==> config.mk <==
export PLATFORM = sky130hd
export DESIGN_NAME = fifoc2cmd
export DESIGN_NICKNAME = d
export VERILOG_FILES = /design/src/rtl/fifoc2cmd_pkg.sv /design/src/rtl/fifoc2cmd.sv
export SDC_FILE = /design/constraint.sdc
export NUM_CORES = 1
export LEC_CHECK = 0
export ABC_AREA = 1
export CORE_ASPECT_RATIO = 1.1
export CORE_UTILIZATION = 56
export DETAILED_ROUTE_END_ITERATION = 8
export GPL_ROUTABILITY_DRIVEN = 0
export PLACE_DENSITY = 0.89
export SLEW_MARGIN = 20
export SYNTH_ARGS = -nofsm -noshare
export SYNTH_HDL_FRONTEND = slang
export SYNTH_SLANG_ARGS = --single-unit
==> constraint.sdc <==
create_clock -name sys_clk -period 8.5 [get_ports sys_clk]
set_input_delay 1.7 -clock sys_clk [delete_from_list [all_inputs] [get_ports sys_clk]]
set_output_delay 1.7 -clock sys_clk [all_outputs]
set_load 0.01 [all_outputs]
==> src/rtl/fifoc2cmd_pkg.sv <==
// fifoc2cmd shared types and constants.
// Frame geometry, header bytes and FSM state encoding.
package fifoc2cmd_pkg;

  typedef enum logic [2:0] {
    IDLE,
    READ,
    LAST,
    CHECK,
    DONE
  } state_t;

  localparam int FRAME_LEN = 12;
  localparam int CMD_BYTES = 9;

  localparam logic [7:0] HDR0 = 8'h55;
  localparam logic [7:0] HDR1 = 8'hAA;

endpackage

==> src/rtl/fifoc2cmd.sv <==
// fifoc2cmd: drains one payload from fifoc and commits cmd_* on a valid frame.
// Define FIFOC2CMD_CHECKSUM_EN to require byte 11 == XOR of bytes 2..10.
module fifoc2cmd
  import fifoc2cmd_pkg::*;
(
  input  logic        sys_clk,
  input  logic        rst,
  input  logic        fs,
  output logic        fd,
  input  logic [11:0] data_len,
  output logic        fifoc_rxen,
  input  logic [7:0]  fifoc_rxd,
  output logic [7:0]  cmd_kdev,
  output logic [7:0]  cmd_smpr,
  output logic [7:0]  cmd_filt,
  output logic [7:0]  cmd_mix0,
  output logic [7:0]  cmd_mix1,
  output logic [7:0]  cmd_reg4,
  output logic [7:0]  cmd_reg5,
  output logic [7:0]  cmd_reg6,
  output logic [7:0]  cmd_reg7,
  output logic        err
);

  localparam logic [11:0] LEN_OK = 12'(FRAME_LEN);

  state_t state, nxt;

  logic [11:0] len_r;
  logic [11:0] cnt;
  logic        cap_v;
  logic [3:0]  cap_idx;
  logic        hdr_ok;
  logic        sum_ok;
  logic        valid;
  logic        err_r;

  logic [FRAME_LEN-1:0][7:0] shadow;
  logic [CMD_BYTES-1:0][7:0] cmd;

  // next-state decode; strobes follow the state directly
  always_comb begin
    nxt        = state;
    fifoc_rxen = 1'b0;
    fd         = 1'b0;
    unique case (state)
      IDLE: begin
        if (fs) begin
          nxt = (data_len == 12'd0) ? LAST : READ;
        end
      end
      READ: begin
        fifoc_rxen = 1'b1;
        if (cnt == len_r - 12'd1) begin
          nxt = LAST;
        end
      end
      LAST:  nxt = CHECK;
      CHECK: nxt = DONE;
      DONE: begin
        fd = 1'b1;
        if (!fs) begin
          nxt = IDLE;
        end
      end
      default: nxt = IDLE;
    endcase
  end

  // state register, length latch and read counter
  always_ff @(posedge sys_clk or posedge rst) begin
    if (rst) begin
      state <= IDLE;
      len_r <= '0;
      cnt   <= '0;
    end else begin
      state <= nxt;
      if (state == IDLE && fs) begin
        len_r <= data_len;
        cnt   <= '0;
      end else if (fifoc_rxen) begin
        cnt <= cnt + 12'd1;
      end
    end
  end

  // read data lands one cycle after rxen; only bytes 0..11 are kept
  always_ff @(posedge sys_clk or posedge rst) begin
    if (rst) begin
      cap_v   <= 1'b0;
      cap_idx <= '0;
      shadow  <= '0;
    end else begin
      cap_v   <= fifoc_rxen && (cnt < LEN_OK);
      cap_idx <= cnt[3:0];
      if (cap_v) begin
        shadow[cap_idx] <= fifoc_rxd;
      end
    end
  end

  assign hdr_ok = (shadow[0] == HDR0) && (shadow[1] == HDR1);

`ifdef FIFOC2CMD_CHECKSUM_EN
  logic [7:0] xacc;

  // running XOR over the nine command bytes
  always_ff @(posedge sys_clk or posedge rst) begin
    if (rst) begin
      xacc <= '0;
    end else if (state == IDLE && fs) begin
      xacc <= '0;
    end else if (cap_v && cap_idx >= 4'd2 && cap_idx <= 4'd10) begin
      xacc <= xacc ^ fifoc_rxd;
    end
  end

  assign sum_ok = (shadow[11] == xacc);
`else
  logic unused_sum;

  assign unused_sum = ^shadow[11];
  assign sum_ok     = 1'b1;
`endif

  assign valid = (len_r == LEN_OK) && hdr_ok && sum_ok;

  // commit or reject once the whole frame has been captured
  always_ff @(posedge sys_clk or posedge rst) begin
    if (rst) begin
      cmd   <= '0;
      err_r <= 1'b0;
    end else if (state == CHECK) begin
      if (valid) begin
        cmd <= shadow[10:2];
      end
      err_r <= ~valid;
    end
  end

  assign err      = err_r;
  assign cmd_kdev = cmd[0];
  assign cmd_smpr = cmd[1];
  assign cmd_filt = cmd[2];
  assign cmd_mix0 = cmd[3];
  assign cmd_mix1 = cmd[4];
  assign cmd_reg4 = cmd[5];
  assign cmd_reg5 = cmd[6];
  assign cmd_reg6 = cmd[7];
  assign cmd_reg7 = cmd[8];

endmodule
# ---- Word level (Yosys, flattened, before mapping)
# Index checks and enable logic that the tools add are counted.
dict set report word_totals {
  ff_bits 201
  latchBits 0
  ramBits 0
  mem_bits_ro 0
  output_inout_bits 75
  wordCells 66
  mem_count 0
}
dict set report op_classes {
  addsub 2
  n_mul 0
  div 0
  n_lt_le_gt_ge 3
  n_eq_ne 11
  shifts 0
  mux 12
  n_bitwise 1
  n_reduce_logical 10
}
# cell n
set ops {}
lappend ops {{$bwmux W96} 1}
lappend ops {{$demux W8 S4} 1}
lappend ops {{$mux W12} 2}
lappend ops {{$pmux W3 S5} 1}
lappend ops {{$add A12 B1 Y12 const B} 1}
lappend ops {{$eq A12 B12 Y1} 1}
lappend ops {{$eq A12 B4 Y1 const B} 1}
lappend ops {{$logic_not A12 Y1} 1}
lappend ops {{$lt A12 B4 Y1 const B} 1}
lappend ops {{$sub A12 B1 Y12 const B} 1}
lappend ops {{$mux W3} 3}
lappend ops {{$eq A8 B7 Y1 const B} 1}
lappend ops {{$eq A8 B8 Y1 const B} 1}
lappend ops {{$mux W8} 1}
lappend ops {{$eq A3 B2 Y1 const B} 2}
lappend ops {{$ne A2 B2 Y1 const B} 3}
lappend ops {{$logic_and A1 B1 Y1} 5}
lappend ops {{$lt A4 B5 Y1 const B} 1}
lappend ops {{$ge A4 B1 Y1 const B} 1}
lappend ops {{$eq A3 B1 Y1 const B} 1}
lappend ops {{$eq A3 B3 Y1 const B} 1}
lappend ops {{$logic_not A3 Y1} 1}
lappend ops {{$reduce_and A3 Y1} 1}
lappend ops {{$mux W1} 2}
lappend ops {{other kinds (4)} 4}

# ---- Logic depth before layout (Yosys ltp)
dict set report depth {
  word_depth 5
  mapped_depth 16
  ltp_nobuf 16
}

# ---- Worst setup path after synthesis
# Ideal clock, no wire load.
dict set report synth_path {
  kind {in2reg}
  start {in fs}
  end {reg cnt[8]}
  setup_ps 125
  arrival_ps 2335
  required_ps 8375
  path_slack_ps 6040
  path_stages 6
  cell_sequence {inv_1 > nor2_1 > inv_1 > clkbuf_1 > nand2_1 > nor2_1}
}
dict set report synth_via {
  elab_chain_cells 2
  word_cells_on_any_way 3
  cone_classes {mux: 1; reduce/logical: 2}
}
# item line
set synth_rtl {}
lappend synth_rtl {{from (decl)} fifoc2cmd.sv:8} ;# input logic fs,
lappend synth_rtl {{$logic_and A1 B1 Y1 (*)} fifoc2cmd.sv:78} ;# if (state == IDLE && fs) begin
lappend synth_rtl {{$mux W12 / $reduce_bool A2 Y1 (equally long branches)} -}
lappend synth_rtl {{to (signal assigned)} fifoc2cmd.sv:82} ;# cnt <= cnt + 12'd1;
lappend synth_rtl {{to (decl)} fifoc2cmd.sv:30} ;# logic [11:0] cnt;
# Mark *: on every way between the ends. The rest lies on a longest branch, timed or not.
# A chain may end at the register's enable or synchronous reset.

# ---- Worst setup path after layout
dict set report layout_path {
  start {reg state[2]}
  end {out fifoc_rxen}
}
dict set report layout_via {
  elab_chain_cells 2
}
# item line
set layout_rtl {}
lappend layout_rtl {{from (decl)} fifoc2cmd.sv:27} ;# state_t state, nxt;
lappend layout_rtl {{from (signal assigned)} fifoc2cmd.sv:77} ;# state <= nxt;
lappend layout_rtl {{$eq A3 B1 Y1} fifoc2cmd.sv:46} ;# unique case (state)
lappend layout_rtl {{$mux W1} fifoc2cmd.sv:46}
lappend layout_rtl {{to (decl)} fifoc2cmd.sv:11} ;# output logic fifoc_rxen,
# Every way passes these cells.

==> impl_metrics.yaml <==
status:
  status: "finished clean"
clock_tree:
  clkTransAtPathRegs_ps: 70
  hold_buffers: 0
  post-cts-setup-buffers: 0
  cts_max_level: 4
  cts_tree: "yes"
  ctsResizeCount: 0
  clkSinkCount: 193
  clock_path_buffers: 2
  cts_buffers: 17
  clk_latency_ps: 420
  root_buffer: "clkbuf_16"
floorplanning:
  start_util: 0.579
  io_pins: 98
  rows: 45
  die_w_um: 116
  dieArea_um2: 14900
  die_y_um: 128
  coreArea_um2: 13900
global_routing:
  antenna_found_initial: 0
  grt_max_degree: 101
  grtUsageTotal: 0.258
  grt_overflow: 0
  grt_first_pass_wirelength_mm: 29.4
  grt_pass1_vias: 6089
logic_synthesis:
  yosys_warnings: 0
  synth_area_per_cell_um2: 9.04
  synthArstFlopShare: 1.00
  ys_seq_elements: 193
  mappedNetlistArea_um2: 8050
  ys.flop_type: "dfrtp_1"
  syn-num-nets: 915
  synth_cells: 890
  yosysSeqAreaShare: 0.600
  yosysUniqueCellTypes: 32
  synth_edf_count: 0
sta:
  finalSetupViolations: 0
  min_period_ps: 3510
  max_slew_margin: 0.424
  finalCritPeriodShare: 0.413
  rsz0062_at_grt: "no"
  clock_skew_ps: 5.84
  fmax_mhz: 285
  worst_pin_slew_ps: 864
  tns_ps: 0
  hold_viol_final: 0
  slew_violations: 0
cells_and_area:
  nets: 998
  n_antenna_cell: 0
  layout_commonest_cell: "dfrtp_1"
  drive_above_1_share: 0.0487
  fill_cells: 1055
  most-common-layout-cells: "193 x dfrtp_1, 181 x nand2_1, 165 x o21ai_0, 119 x inv_1, 97 x clkdlybuf4s50_1"
  final_cells: 1174
  area_growth_pct: 20.5
pwr:
  power_mw: 2.65
  power_density_nw_per_um2: 273
  leakagePower_nw: 5.03
  ir_drop_uv: 204
setup_path:
  end_kind: "output pin"
  criticalPathCategory: "reg -> out"
  critPathLaunchType: "flop"
  crit_fanout: 7
  crit_arrival_ps: 1810
  worstPathRequired_ps: 6800
place:
  dpl.cell_count: 1142
  hpwl_mm: 11.4
  io_buffer_count: 97
hold_path:
  worstHoldPathType: "reg -> reg"
detailed_routing:
  drtAntennaViolNets: 0
  drt_pass1_iterations: 5
  vias_per_cell: 5.26
  routed_wl_mm: 17.3
  wl_per_cell_um: 14.7
  drt-initial-drc-count: 478
  vias: 6178
  drc: 0
run:
  cap_violations: 0
## critical path, stage by stage, from the launching register on
cell and delay, ps:
dfrtp_1 380, inv_1 140, nand3_2 150, inv_2 160, clkdlybuf4s50_1 560
## layer usage
metal	vias up	wire length, µm	track usage	share of wire
met4	0	445	0.0988	0.026
met2	186	8650	0.432	0.50
li1	2963	-	-	-
met3	33	936	0.0539	0.054
met5	-	0	0	0
met1	2996	7250	0.326	0.42
## where the power goes
part,leakage [nW],internal (mW),switching (mW)
Clock,0.283,0.434,0.331
Combinational,2.34,0.210,0.358
Sequential,2.41,1.16,0.159
## synthesized netlist by cell type, types with 2 or more instances
cell      instances  area [µm²]
clkbuf_1         22        82.6
or2_2             3        18.8
inv_1           120         450
nor2_2            2        12.5
nand2_1         181         679
xor2_1            3        26.3
nand3_2           2        20.0
buf_2             5        25.0
nand4_1           5        31.3
nor3_2            3        30.0
nand3_1          15        75.1
or2_0            69         432
clkbuf_2          7        35.0
nor3_1            6        30.0
o211ai_1          2        15.0
ha_1              2        25.0
nor2_1           49         184
dfrtp_1         193        4830
a21oi_1           9        45.0
o21ai_0         165         826
o21ai_1          12        60.1
xnor2_1           5        43.8
## state kept, by name, indices dropped and copies added (netlist names), 3 cells and up
signal	flops
shadow	88
cmd_smpr	8
cap_idx	4
cnt	12
cmd_reg5	8
cmd_kdev	8
cmd_reg4	8
cmd_mix0	8
state	3
cmd_reg6	8
len_r	12
cmd_filt	8
cmd_reg7	8
cmd_mix1	8
## path summary, 6_finish.rpt
check | from | end | slack (ps) | depth (start not counted)
max in group asynchronous | rst | cmd_reg7[6] | 5430 | 3
hold reg to reg | cnt[0] | cap_idx[0] | 480 | 0
setup / recovery | state[2] | fifoc_rxen | 4990 | 4
min in group asynchronous | rst | state[0] | 1790 | 2
setup reg to reg | len_r[0] | cmd_kdev[5] | 5800 | 9
hold / removal | cnt[0] | cap_idx[0] | 480 | 0
## final cells by class
cell class / count / area [µm²] / area share
inverters: 122 / 463 / 0.0477
clock inverters: 9 / 80.1 / 0.00825
well taps: 188 / 235 / 0.0242
repair buffers: 100 / 997 / 0.103
flip-flops and latches: 193 / 4830 / 0.498
multi-input cells: 539 / 2610 / 0.269
clock buffers: 23 / 488 / 0.0503
## per-stage QoR
step | hold slack (ps) | setup WS, ps | instance area (µm²) | util
floorplan | 417 | 1540 | 8050 | -
global placement | 456 | 4530 | 9120 | 0.656
detailed placement | 466 | 4510 | 9120 | 0.656
CTS | 482 | 4980 | 9690 | 0.697
global route | 502 | 4910 | 9700 | 0.698
finish | 482 | 4990 | 9700 | 0.698
## cell families after synthesis
group | Yosys count | share of synthesized area
AOI/OAI and AO/OA | 190 | 0.120
xor gates and xnor gates | 8 | 0.00871
and+or+nand+nor | 339 | 0.192
buffers and inverters | 158 | 0.0765
DFF | 193 | 0.600
adders and majority gates | 2 | 0.00311
Note: power is estimated with default switching activity, not from simulation.
